File: config.mk
export PLATFORM = sky130hd
export DESIGN_NAME = pwm_bank
export DESIGN_NICKNAME = d
export VERILOG_FILES = /design/src/rtl/pwm_bank.sv
export SDC_FILE = /design/constraint.sdc
export NUM_CORES = 1
export LEC_CHECK = 0
export CAP_MARGIN = 20
export CORE_AREA = 2 2 118 120
export CTS_BUF_LIST = sky130_fd_sc_hd__clkbuf_4
export DETAILED_ROUTE_END_ITERATION = 12
export DIE_AREA = 0 0 120 122
export PLACE_DENSITY = 0.66
export RECOVER_POWER = 50
export SYNTH_ARGS = -nofsm -noshare
export SYNTH_HDL_FRONTEND = slang
export SYNTH_SLANG_ARGS = --single-unit
export TNS_END_PERCENT = 100
File: constraint.sdc
create_clock -name CLK -period 8 [get_ports CLK]
set_input_delay 1.2 -clock CLK [delete_from_list [all_inputs] [get_ports CLK]]
set_output_delay 1.2 -clock CLK [all_outputs]
set_load 0.02 [all_outputs]
File: src/rtl/pwm_bank.sv
// pwm_bank: multi-channel PWM with push-button duty control.
// Ports: CLK, CPU_RESETN (async, low), up_pulse/dn_pulse/sel_pulse (1-cycle pulses),
//        pwm_out[NCH], sel_ch, sel_duty (programmed duty of sel_ch), period_start.
module pwm_bank #(
    parameter int NCH   = 4,
    parameter int WIDTH = 8,
    parameter int STEP  = 5,
    parameter int DIV   = 256,
    localparam int SW   = (NCH > 1) ? $clog2(NCH) : 1
) (
    input  logic             CLK,
    input  logic             CPU_RESETN,
    input  logic             up_pulse,
    input  logic             dn_pulse,
    input  logic             sel_pulse,
    output logic [NCH-1:0]   pwm_out,
    output logic [SW-1:0]    sel_ch,
    output logic [WIDTH:0]   sel_duty,
    output logic             period_start
);

    localparam int PW = (DIV > 1) ? $clog2(DIV) : 1;
    localparam int DW = WIDTH + 1;
    localparam int AW = WIDTH + 2;

    localparam logic [PW-1:0] PS_LAST  = PW'(DIV - 1);
    localparam logic [SW-1:0] SEL_LAST = SW'(NCH - 1);
    localparam logic [DW-1:0] STEP_D   = DW'(STEP);
    localparam logic [AW-1:0] STEP_A   = AW'(STEP);
    localparam logic [DW-1:0] DMAX_D   = {1'b1, {WIDTH{1'b0}}};
    localparam logic [AW-1:0] DMAX_A   = {2'b01, {WIDTH{1'b0}}};

    logic [PW-1:0]    ps_q, ps_d;
    logic [WIDTH-1:0] cnt_q, cnt_d;
    logic [SW-1:0]    sel_q, sel_d;
    logic [NCH-1:0]   pwm_q, pwm_d;
    logic             start_q;
    logic             tick;
    logic             wrap;

    logic [DW-1:0] duty_q [NCH];
    logic [DW-1:0] duty_d [NCH];
    logic [DW-1:0] act_q  [NCH];

    logic [DW-1:0] cur;
    logic [DW-1:0] nxt;
    logic [AW-1:0] sum;

    // Prescaler, period counter, selector and output compare
    always_comb begin
        tick  = (ps_q == PS_LAST);
        ps_d  = tick ? '0 : ps_q + 1'b1;
        cnt_d = tick ? cnt_q + 1'b1 : cnt_q;
        wrap  = tick && (cnt_q == '1);
        sel_d = sel_q;
        if (sel_pulse) begin
            sel_d = (sel_q == SEL_LAST) ? '0 : sel_q + 1'b1;
        end
        pwm_d = '0;
        for (int i = 0; i < NCH; i++) begin
            // duty of 2^WIDTH exceeds every cnt value: constant high
            pwm_d[i] = ({1'b0, cnt_q} < act_q[i]);
        end
    end

    // Saturating duty arithmetic on the channel selected before this edge
    always_comb begin
        cur = '0;
        for (int i = 0; i < NCH; i++) begin
            if (sel_q == SW'(i)) begin
                cur = duty_q[i];
            end
        end
        // Extra headroom bit keeps duty+STEP from wrapping
        sum = AW'(cur) + STEP_A;
        nxt = cur;
        if (up_pulse && !dn_pulse) begin
            nxt = (sum > DMAX_A) ? DMAX_D : sum[DW-1:0];
        end else if (dn_pulse && !up_pulse) begin
            nxt = (cur >= STEP_D) ? cur - STEP_D : '0;
        end
        for (int i = 0; i < NCH; i++) begin
            duty_d[i] = duty_q[i];
            if (sel_q == SW'(i)) begin
                duty_d[i] = nxt;
            end
        end
    end

    always_ff @(posedge CLK or negedge CPU_RESETN) begin
        if (!CPU_RESETN) begin
            ps_q    <= '0;
            cnt_q   <= '0;
            sel_q   <= '0;
            pwm_q   <= '0;
            start_q <= 1'b0;
            for (int i = 0; i < NCH; i++) begin
                duty_q[i] <= '0;
                act_q[i]  <= '0;
            end
        end else begin
            ps_q    <= ps_d;
            cnt_q   <= cnt_d;
            sel_q   <= sel_d;
            pwm_q   <= pwm_d;
            start_q <= wrap;
            for (int i = 0; i < NCH; i++) begin
                duty_q[i] <= duty_d[i];
                // Shadow copy taken only at the wrap keeps each period glitch-free
                if (wrap) begin
                    act_q[i] <= duty_q[i];
                end
            end
        end
    end

    assign pwm_out      = pwm_q;
    assign sel_ch       = sel_q;
    assign sel_duty     = cur;
    assign period_start = start_q;

endmodule

=== Yosys cells after proc, flatten, opt, wreduce, memory -nomap -nowiden ===
Index checks and enable logic that the tools add are counted.

* Register bits: 95
* Input bits: 5
* Output and inout bits: 16
* Word-level logic and storage cells: 45

* $add $sub $neg: 5
* Order comparisons: 6
* Equal/unequal tests: 5
* Muxes and demuxes: 10
* Reductions and logical operators: 6

{| class="wikitable"
|+ Operators by type and width
! kind !! count
|-
| $mux W9 || 8
|-
| $lt A8 B9 Y1 || 4
|-
| $add A8 B1 Y8 const B || 2
|-
| $eq A8 B8 Y1 const B || 2
|-
| $add A9 B3 Y10 const B || 1
|-
| $gt A10 B9 Y1 const B || 1
|-
| $ge A9 B3 Y1 const B || 1
|-
| $sub A9 B3 Y9 const B || 1
|-
| $mux W8 || 1
|-
| $eq A2 B2 Y1 const B || 2
|-
| $logic_and A1 B1 Y1 || 3
|-
| $add A2 B1 Y2 const B || 1
|-
| $eq A2 B1 Y1 const B || 1
|-
| $logic_not A1 Y1 || 2
|-
| $logic_not A2 Y1 || 1
|-
| $mux W2 || 1
|}

=== Longest topological paths before layout ===
Gate-level depths: netlist of the first run.

* Depth after elaboration: 9
* Gate-level depth with buffers: 16
* Gate-level depth less buffers: 15

=== Least setup slack after synthesis of the first run ===
Ideal clock, no wire load.

* Path kind: register to register
* From: register sel_q[0] (netlist: sel_ch[0])
* To: register duty_q[2] (netlist bit)
* Arrival time: 3.838 ns
* Data required time: 7.861 ns
* Path slack: 4.023 ns
* Cell stages (with the launch flop): 17
* Buffers on the path: 1
* Clock period less this slack: 3.977 ns
* Path through: dfrtp_1 > inv_1 > ha_1 > nor2b_1 > clkbuf_1 > nand2_1 > a31oi_1 > inv_1 > ha_1 > inv_1 > o32ai_1 > nor4_1 > nand3_1 > a22oi_1 > nor2_1 > a311oi_1 > a21oi_1

* Cells in the longest elaborated chain, start to end: 9

{| class="wikitable"
|+ RTL lines
! element !! RTL line !! source
|-
| from (decl) || 35 || <nowiki>logic [SW-1:0] sel_q, sel_d;</nowiki>
|-
| from (signal assigned) || 104 || <nowiki>sel_q <= sel_d;</nowiki>
|-
| $logic_not A2 Y1 || 70 || <nowiki>if (sel_q == SW'(i)) begin</nowiki>
|-
| $mux W9 (3 in series) || 70 ||
|-
| $mux W9 (*) || 70 ||
|-
| net sel_duty[1] || 18 || <nowiki>output logic [WIDTH:0] sel_duty,</nowiki>
|-
| $add A9 B3 Y10, or another cell as far along || 75 || <nowiki>sum = AW'(cur) + STEP_A;</nowiki>
|-
| $gt A10 B9 Y1 or $mux W9 (tied branches) || 78, 80 ||
|-
| $mux W9, on equally long branches || 78, 79 ||
|-
| $mux W9 (*) || 77 || <nowiki>if (up_pulse && !dn_pulse) begin</nowiki>
|-
| to (signal, indexed assignment) || 108 || <nowiki>duty_q[i] <= duty_d[i];</nowiki>
|-
| to (decl) || 41 || <nowiki>logic [DW-1:0] duty_q [NCH];</nowiki>
|}

The timed path passes the listed nets; every way through them passes the cells marked *.
A chain may end at the register's enable or synchronous reset.

==> results of run 1 <==
per-layer routing:
layer  track usage, %  vias to the layer above  routed length, um
met2             24.9                       80               4910
met4             6.10                        0                271
met1             23.0                     1852               5540
met5                0                        -                  0
met3             2.34                       23                317
li1                 -                     1867                  -
Yosys cell counts (2+ instances only):
cell type and count:
or2_1 2, o2bb2ai_1 3, o21ai_0 38, nand4_1 5
nand2b_1 5, a221oi_1 3, dfrtp_1 95, a31o_2 3
a21oi_1 20, xnor2_1 10, xor2_1 8, a221o_1 2
buf_4 2, o22ai_1 9, a2bb2oi_1 2, nor2_1 31
o31ai_1 9, nor4_1 2, mux2i_1 2, and3_1 3
nand3_1 9, clkbuf_1 15, nor2b_1 4, a211oi_1 2
inv_1 44, a21o_1 25, mux2_2 19, and2_1 2
buf_2 3, nand2_1 88, or2_2 5, buf_1 2
ha_1 38, nor3_1 5, a31oi_1 3
layout make-up:
| class | instances | area (sq um) | share of cell area, % |
|---|---|---|---|
| timing repair buffer | 23 | 209 | 3.74 |
| multi-input combinational | 373 | 2470 | 44.2 |
| inverter | 46 | 173 | 3.09 |
| clock buffer | 9 | 67.6 | 1.21 |
| tap | 180 | 225 | 4.03 |
| clock inverter | 7 | 63.8 | 1.14 |
| sequential | 95 | 2380 | 42.6 |
final timing paths:
check,slack [ns],to,cells past startpoint,start
min reg2reg,0.49,pwm_out[1],1,act_q[26]
max in group CLK,3.23,duty_q[2],15,sel_ch[0]
min,0.49,pwm_out[1],1,act_q[26]
max,3.17,act_q[13],3,CPU_RESETN
min in group asynchronous,0.64,ps_q[3],1,CPU_RESETN
max reg2reg,3.23,duty_q[2],15,sel_ch[0]
logic make-up after synthesis:
group           share of synthesized area (%)
buf+inv                                  5.21
fa+ha+maj                                9.30
flops                                    46.5
simple gates                             13.8
xor+xnor                                 3.08
compound gates                           17.5
mux                                      4.57
report_power, final:
group / switching (mW) / internal (mW) / total (mW)
Sequential: 0.0970 / 0.577 / 0.674
Combinational: 0.636 / 0.401 / 1.04
Clock: 0.181 / 0.0709 / 0.251
Total: 0.913 / 1.05 / 1.96
critical path: cells and delay by family:
kind                   cells  cell delay [ns]
buffers and inverters      3             3.71
placed cells by master (no fill, tap or decap), types with 4 or more instances in the layout:
cell,netlist,routed
nor3_1,5,5
inv_1,44,44
nand2b_1,5,5
xnor2_1,10,10
dfrtp_1,95,95
nand3_1,9,9
clkbuf_4,0,9
mux2_2,19,19
a21oi_1,20,20
a21o_1,25,25
xor2_1,8,8
nand4_1,5,5
or2_2,5,5
o22ai_1,9,9
nor2b_1,4,4
nand2_1,88,88
nor2_1,31,31
ha_1,38,38
clkdlybuf4s50_1,0,18
o21ai_0,38,38
o31ai_1,9,9
per-stage QoR:
stage	area, sq um	setup WS, ns	util [%]
finish	5590	3.17	41.4
global route	5590	2.14	41.4
CTS	5590	3.23	41.4
detailed placement	5460	3.28	40.4
global placement	5460	3.59	40.4
floorplan	5110	4.02	-
registers in the layout, indices dropped and copies added (netlist names):
name / flops
cnt_q: 8
period_start: 1
duty_q: 36
ps_q: 8
act_q: 36
sel_ch: 2
pwm_out: 4
==> reports/qor.txt, run 1 <==
core area -> 13500 sq um
Clock transition at path regs -> 0.15 ns
total track usage -> 16.1%
Peak Freq -> 207 MHz
fin cells -> 733
synthesized area per cell -> 9.54 sq um
Total Neg Setup Slack -> 0 ns
DRT Pass-1 Iters -> 5
synth top area cells -> dfrtp_1 (46%), ha_1 (9.3%), nand2_1 (6.5%), mux2_2 (4.2%), o21ai_0 (3.7%)
post-synthesis cell area -> 5110 sq um
Yosys top cell by area -> dfrtp_1
PwrDens -> 351 nW/um^2
Worst Path Required -> 8.12 ns
Critical-path top delay cell -> clkbuf_1
Critical Path End Type -> async pin
Longest Clk Path Bufs -> 2
CTS Sinks -> 95
DR WL/cell -> 15.1 um
number of global-route vias before repair -> 3730
cts repair resizes -> 0
HP Class -> reg -> reg
Post-CTS Hold Buffers -> 0
Die Ht -> 122 um
asr flop ratio synth -> 100%
Post-synth EDFFs -> 0
syn_nets -> 579
total number of vias -> 3822
Setup Crit Path Kind -> in -> async
Max-Cap Viols -> 2
CTS Root Cell -> clkbuf_4
layout cells sized above 1 -> 8.86%
Cells after Synth -> 536
top cell type's share of synthesized area -> 46.5%
Via density -> 5.21
Slew @ Worst Pin -> 2.36 ns
Fin. Hold Viols -> 0
CP max FO -> 46
WHS -> 0.486 ns
Final ANT Viol Nets -> 0
Slew Viols, Final -> 90
sequential-to-total area share from yosys stat -> 46.5%
CTS buffer count -> 9
crit start category -> input pin
initial drt markers -> 279
fin crit share -> 60.3%
# setup viols final -> 0
total power -> 1.96 mW
CP Cell Sequence -> clkbuf_1 -> clkbuf_1 -> clkbuf_1
I/O pin total -> 21
drt drc -> 0
num rows -> 43
global-route wire length before repair -> 18700 um
LEAKAGE -> 2.47 nW
setup bufs post-CTS -> 0
top_reg_cell synth -> dfrtp_1
Final nets -> 591
Tmin final -> 4.83 ns
Area Overhead vs Synth -> 9.22%
worst-skew pair later-pin latency -> 0.47 ns
status -> finished with violations
routed wire length -> 11000 um
total die area -> 14600 sq um
initial antenna violation count -> 0
DP Cell Count -> 716
VDD IR max -> 0.285 mV
RSZ-0062 raised after global routing -> no
global route total overflow -> 0
Placer Congestion -> 0.859
failing checks -> capacitance limit, slew limit
Rel. slew slack -> -57.1%
Starting Density -> 37.9%
Netlist cell types -> 53
fill count -> 1302
Ys Warns -> 0
Worst EP arrival -> 4.95 ns
CTS tree -> yes
Worst path most repeated cell -> clkbuf_1
Die X -> 120 um
n_diodes -> 0
largest net degree at the start of global routing -> 88
slowest cell delay on critical path -> 1.77 ns
Setup Skew -> 0.0198 ns
DP HPWL -> 8110 um
htree depth -> 3
port buffer count -> 20
FF+latch count, synth -> 95
(Power assumes the default switching activity.)
==> run 2: changes to the inputs <==
==> constraint.sdc (replaced) <==
create_clock -name CLK -period 4.9 [get_ports CLK]
set_input_delay 0.735 -clock CLK [delete_from_list [all_inputs] [get_ports CLK]]
set_output_delay 0.735 -clock CLK [all_outputs]
set_load 0.02 [all_outputs]
==> run 2 against run 1 <==
Compared with the run above: cell area increased by 1.1%; clock-buffer cell count unchanged; core utilization increased by 0.46 points; non-clock buffer count increased by 6; largest power group unchanged; largest cell class unchanged; clock skew increased by 0.00080 ns; routed wire length increased by 0.56%; clock power increased by 68%; highest routed layer unchanged; the flow still finishes with violations (capacitance limit, slew limit).
==> reports/qor.txt, run 2 (synthesis gave the netlist of run 1 again) <==
total die area -> 14600 sq um
Die Ht -> 122 um
post-layout util -> 41.8%
Peak Freq -> 238 MHz
sw power -> 1.49 mW
Final ANT Viol Nets -> 0
Post-CTS Hold Buffers -> 0
Worst Path Required -> 5.31 ns
switching portion of total power -> 46.1%
Setup Skew -> 0.0206 ns
Total Neg Setup Slack -> 0 ns
commonest non-fill, non-tap cell in the layout -> dfrtp_1
sequential cell fraction of total power -> 33.9%
Area Overhead vs Synth -> 10.4%
Starting Density -> 37.9%
DR WL/cell -> 15.0 um
CTS Root Cell -> clkbuf_4
HP Class -> reg -> reg
RSZ-0062 raised after global routing -> no
Slew Viols, Final -> 57
layout cells sized above 1 -> 10.2%
global-route wire length before repair -> 18800 um
htree depth -> 3
num rows -> 43
CTS tree -> yes
n_diodes -> 0
number of global-route vias before repair -> 3742
LEAKAGE -> 2.52 nW
Placer Congestion -> 0.963
Die X -> 120 um
routed wire length -> 11100 um
PwrDens -> 574 nW/um^2
Largest regs -> act_q x36, duty_q x36
DRT Pass-1 Iters -> 5
commonest non-fill, non-tap cells in the layout -> dfrtp_1 (95), nand2_1 (88), inv_1 (44)
setup bufs post-CTS -> 0
Rel. slew slack -> -100%
Longest Clk Path Bufs -> 2
# setup viols final -> 0
Max-Cap Viols -> 1
global route total overflow -> 0
initial antenna violation count -> 0
VDD IR max -> 0.480 mV
cts repair resizes -> 0
port buffer count -> 20
largest net degree at the start of global routing -> 59
Clk pwr share -> 13.0%
Final nets -> 597
drt drc -> 0
Slew @ Worst Pin -> 3.00 ns
crit start category -> register
Via density -> 5.18
core area -> 13500 sq um
Tmin final -> 4.20 ns
Setup Crit Path Kind -> reg -> reg
failing checks -> capacitance limit, slew limit
Clock transition at path regs -> 0.17 ns
worst-skew pair later-pin latency -> 0.46 ns
CP max FO -> 11
DP HPWL -> 8060 um
initial drt markers -> 311
Worst EP arrival -> 4.61 ns
CTS buffer count -> 9
Critical Path End Type -> register
total track usage -> 16.2%
total number of vias -> 3830
CTS Sinks -> 95
fin crit share -> 85.7%
I/O pin total -> 21
status -> finished with violations
Fin. Hold Viols -> 0
combinational share of power -> 53.1%
Cell Int Power -> 1.75 mW
## run 2: area by class of cell
cell class / count / area, sq um
inverter: 46 / 173
clock inverter: 7 / 76.3
timing repair buffer: 29 / 259
tap: 180 / 225
fill: 1288 / 7860
sequential: 95 / 2380
clock buffer: 9 / 67.6
multi-input combinational: 373 / 2470
## run 2: power groups by stage
stage	combinational, mW	sequential, mW	clock, mW
6_report	1.72	1.10	0.422
5_1_grt	1.88	1.12	0.477
4_1_cts	1.71	1.09	0.436
3_5_place_dp	1.70	1.11	0
3_3_place_gp	1.67	1.10	0
2_1_floorplan	1.23	1.05	0
## run 2: per-layer routing
metal,vias to the layer above,share of wire [%],track usage [%]
li1,1880,-,-
met1,1838,48,23.0
met2,93,46,24.8
met3,19,4.2,2.86
met4,0,2.2,6.32
met5,-,0,0
## run 2: critical path, cell delays in order (launching register included)
cell	delay, ns
dfrtp_1	0.44
inv_1	0.12
ha_1	0.16
buf_4	0.19
nor2b_1	0.57
nand2_1	0.11
a31o_2	0.28
inv_1	0.25
ha_1	0.32
nor2_1	0.10
nor3b_1	0.37
mux2_2	0.43
o21ai_0	0.19
a21boi_0	0.38
mux2_2	0.24
## run 2: through the flow
step	power [mW]	setup WS (ns)	std cells	instance area [sq um]	hold WS, ns
2_1_floorplan	2.29	0.923	536	5110	0.438
4_1_cts	3.24	0.732	739	5660	0.327
5_1_grt	3.47	0.370	739	5650	0.509
3_3_place_gp	2.77	0.926	723	5510	0.451
3_5_place_dp	2.81	0.790	723	5510	0.452
6_report	3.24	0.699	739	5650	0.487
## run 2: path summary, 6_finish.rpt
kind,start,endpoint,cells past startpoint,slack [ns]
worst min-delay path,act_q[26],pwm_out[1],1,0.49
max in group asynchronous,CPU_RESETN,act_q[3],2,1.48
worst max-delay path,sel_ch[0],duty_q[15],14,0.70
worst min register to register,act_q[26],pwm_out[1],1,0.49
worst max register to register,sel_ch[0],duty_q[15],14,0.70
min in group asynchronous,CPU_RESETN,ps_q[2],1,1.24
==> run 3: changes to the inputs <==
--- a/config.mk
+++ b/config.mk
@@ -7,7 +7,7 @@
 export LEC_CHECK = 0
 export CAP_MARGIN = 20
 export CORE_AREA = 2 2 118 120
-export CTS_BUF_LIST = sky130_fd_sc_hd__clkbuf_4
+export CTS_BUF_LIST = sky130_fd_sc_hd__clkbuf_8
 export DETAILED_ROUTE_END_ITERATION = 12
 export DIE_AREA = 0 0 120 122
 export PLACE_DENSITY = 0.66
==> run 3 against run 2 <==
Compared with the run above: the flow still finishes with violations (capacitance limit, slew limit); final cell count unchanged; sequential power about the same; core utilization up 0.42 points; first-iteration DRC count down 7.7%; sequential cell count unchanged.
==> reports/qor.txt, run 3 (synthesis gave the netlist of run 1 again) <==
status -> finished with violations
failing checks -> capacitance limit, slew limit
DRT Pass-1 Iters -> 5
VDD IR max -> 0.480 mV
CP Cell Sequence -> inv_1 -> ha_1 -> buf_4 -> nor2b_1 -> nand2_1 -> a31o_2 -> inv_1 -> ha_1 -> nor2_1 -> nor3b_1 -> mux2_2 -> o21ai_0 -> a21boi_0 -> mux2_2
DR WL/cell -> 15.1 um
Longest Clk Path Bufs -> 2
global route total overflow -> 0
commonest non-fill, non-tap cell in the layout -> dfrtp_1
Clock transition at path regs -> 0.11 ns
post-layout util -> 42.2%
DP Cell Count -> 723
RSZ-0062 raised after global routing -> no
htree depth -> 3
Die Ht -> 122 um
initial drt markers -> 287
Largest regs -> act_q x36, duty_q x36
Slew Viols, Final -> 57
worst-skew pair later-pin latency -> 0.37 ns
drt drc -> 0
CTS Root Cell -> clkbuf_8
DP HPWL -> 8060 um
Rel. slew slack -> -103%
layout cells sized above 1 -> 10.2%
Post-CTS Hold Buffers -> 0
crit path buf inv count -> 3
HP Class -> reg -> reg
n_diodes -> 0
Via density -> 5.22
Max-Cap Viols -> 1
Tmin final -> 4.19 ns
commonest non-fill, non-tap cells in the layout -> dfrtp_1 (95), nand2_1 (88), inv_1 (44)
Worst Path Required -> 5.22 ns
port buffer count -> 20
total power -> 3.34 mW
crit-path leading delay family -> simple AND/OR/NAND/NOR gates
slowest cell delay on critical path -> 0.58 ns
Fin. Hold Viols -> 0
num rows -> 43
Setup Crit Path Kind -> reg -> reg
CTS buffer count -> 9
number of global-route vias before repair -> 3752
Cell Area, Placed -> 5510 sq um
Total Neg Setup Slack -> 0 ns
Die X -> 120 um
cts repair resizes -> 0
# setup viols final -> 0
Critical-path top delay cell -> nor2b_1
Area Overhead vs Synth -> 11.5%
LEAKAGE -> 2.54 nW
PwrDens -> 585 nW/um^2
total track usage -> 16.2%
Placer Congestion -> 0.963
Setup Skew -> 0.0144 ns
crit start category -> register
total die area -> 14600 sq um
Peak Freq -> 239 MHz
Starting Density -> 37.9%
CTS Sinks -> 95
Critical Path End Type -> register
Final nets -> 597
total number of vias -> 3856
I/O pin total -> 21
CP max FO -> 11
initial antenna violation count -> 0
routed wire length -> 11100 um
CTS tree -> yes
Slew @ Worst Pin -> 3.04 ns
global-route wire length before repair -> 18900 um
Final ANT Viol Nets -> 0
fin cells -> 739
final instance area -> 5710 sq um
Worst EP arrival -> 4.50 ns
setup bufs post-CTS -> 0
largest net degree at the start of global routing -> 59
core area -> 13500 sq um
fin crit share -> 85.4%
fill count -> 1285
## run 3: cell count changes in the layout (fill, tap and decap cells not counted), sizes merged
cell,before,now
dlygate4sd3,0,1
clkdlybuf4s50,19,18
## run 3: stage by stage
stage	setup WS (ns)	hold WS (ns)
2_1_floorplan	0.923	0.438
3_3_place_gp	0.926	0.451
3_5_place_dp	0.790	0.452
4_1_cts	0.746	0.446
5_1_grt	0.383	0.503
6_report	0.713	0.477
## run 3: final cells by class
cell class / count / area (sq um) / share of cell area (%)
Clock buffer: 9 / 124 / 2.17
Multi-Input combinational cell: 373 / 2470 / 43.3
Timing Repair Buffer: 29 / 259 / 4.54
Clock inverter: 7 / 76.3 / 1.34
Sequential cell: 95 / 2380 / 41.7
Inverter: 46 / 173 / 3.03
Tap cell: 180 / 225 / 3.95
## run 3: final timing paths
path / from / to / slack, ns / depth (start not counted)
max: sel_ch[0] / duty_q[15] / 0.71 / 14
min: act_q[26] / pwm_out[1] / 0.48 / 1
max reg2reg: sel_ch[0] / duty_q[15] / 0.71 / 14
min reg2reg: act_q[26] / pwm_out[1] / 0.48 / 1
max in group asynchronous: CPU_RESETN / act_q[29] / 1.34 / 2
min in group asynchronous: CPU_RESETN / ps_q[2] / 1.36 / 1
## run 3: power by group
part / total, mW / switching [mW] / internal (mW)
Clock: 0.518 / 0.315 / 0.203
Combinational: 1.72 / 1.03 / 0.681
Sequential: 1.10 / 0.160 / 0.942
## run 3: worst register-to-register path, stage by stage, from the launching register on
cell	delay (ns)
dfrtp_1	0.42
inv_1	0.12
ha_1	0.16
buf_4	0.19
nor2b_1	0.58
nand2_1	0.11
a31o_2	0.28
inv_1	0.24
ha_1	0.31
nor2_1	0.10
nor3b_1	0.37
mux2_2	0.43
o21ai_0	0.20
a21boi_0	0.38
mux2_2	0.24
## run 3: layer usage
layer | GRT usage, % | vias up | routed length (um)
met1 | 23.1 | 1859 | 5380
met2 | 25.1 | 99 | 5150
met3 | 1.97 | 18 | 396
li1 | - | 1880 | -
met5 | 0 | - | 0
met4 | 6.40 | 0 | 201
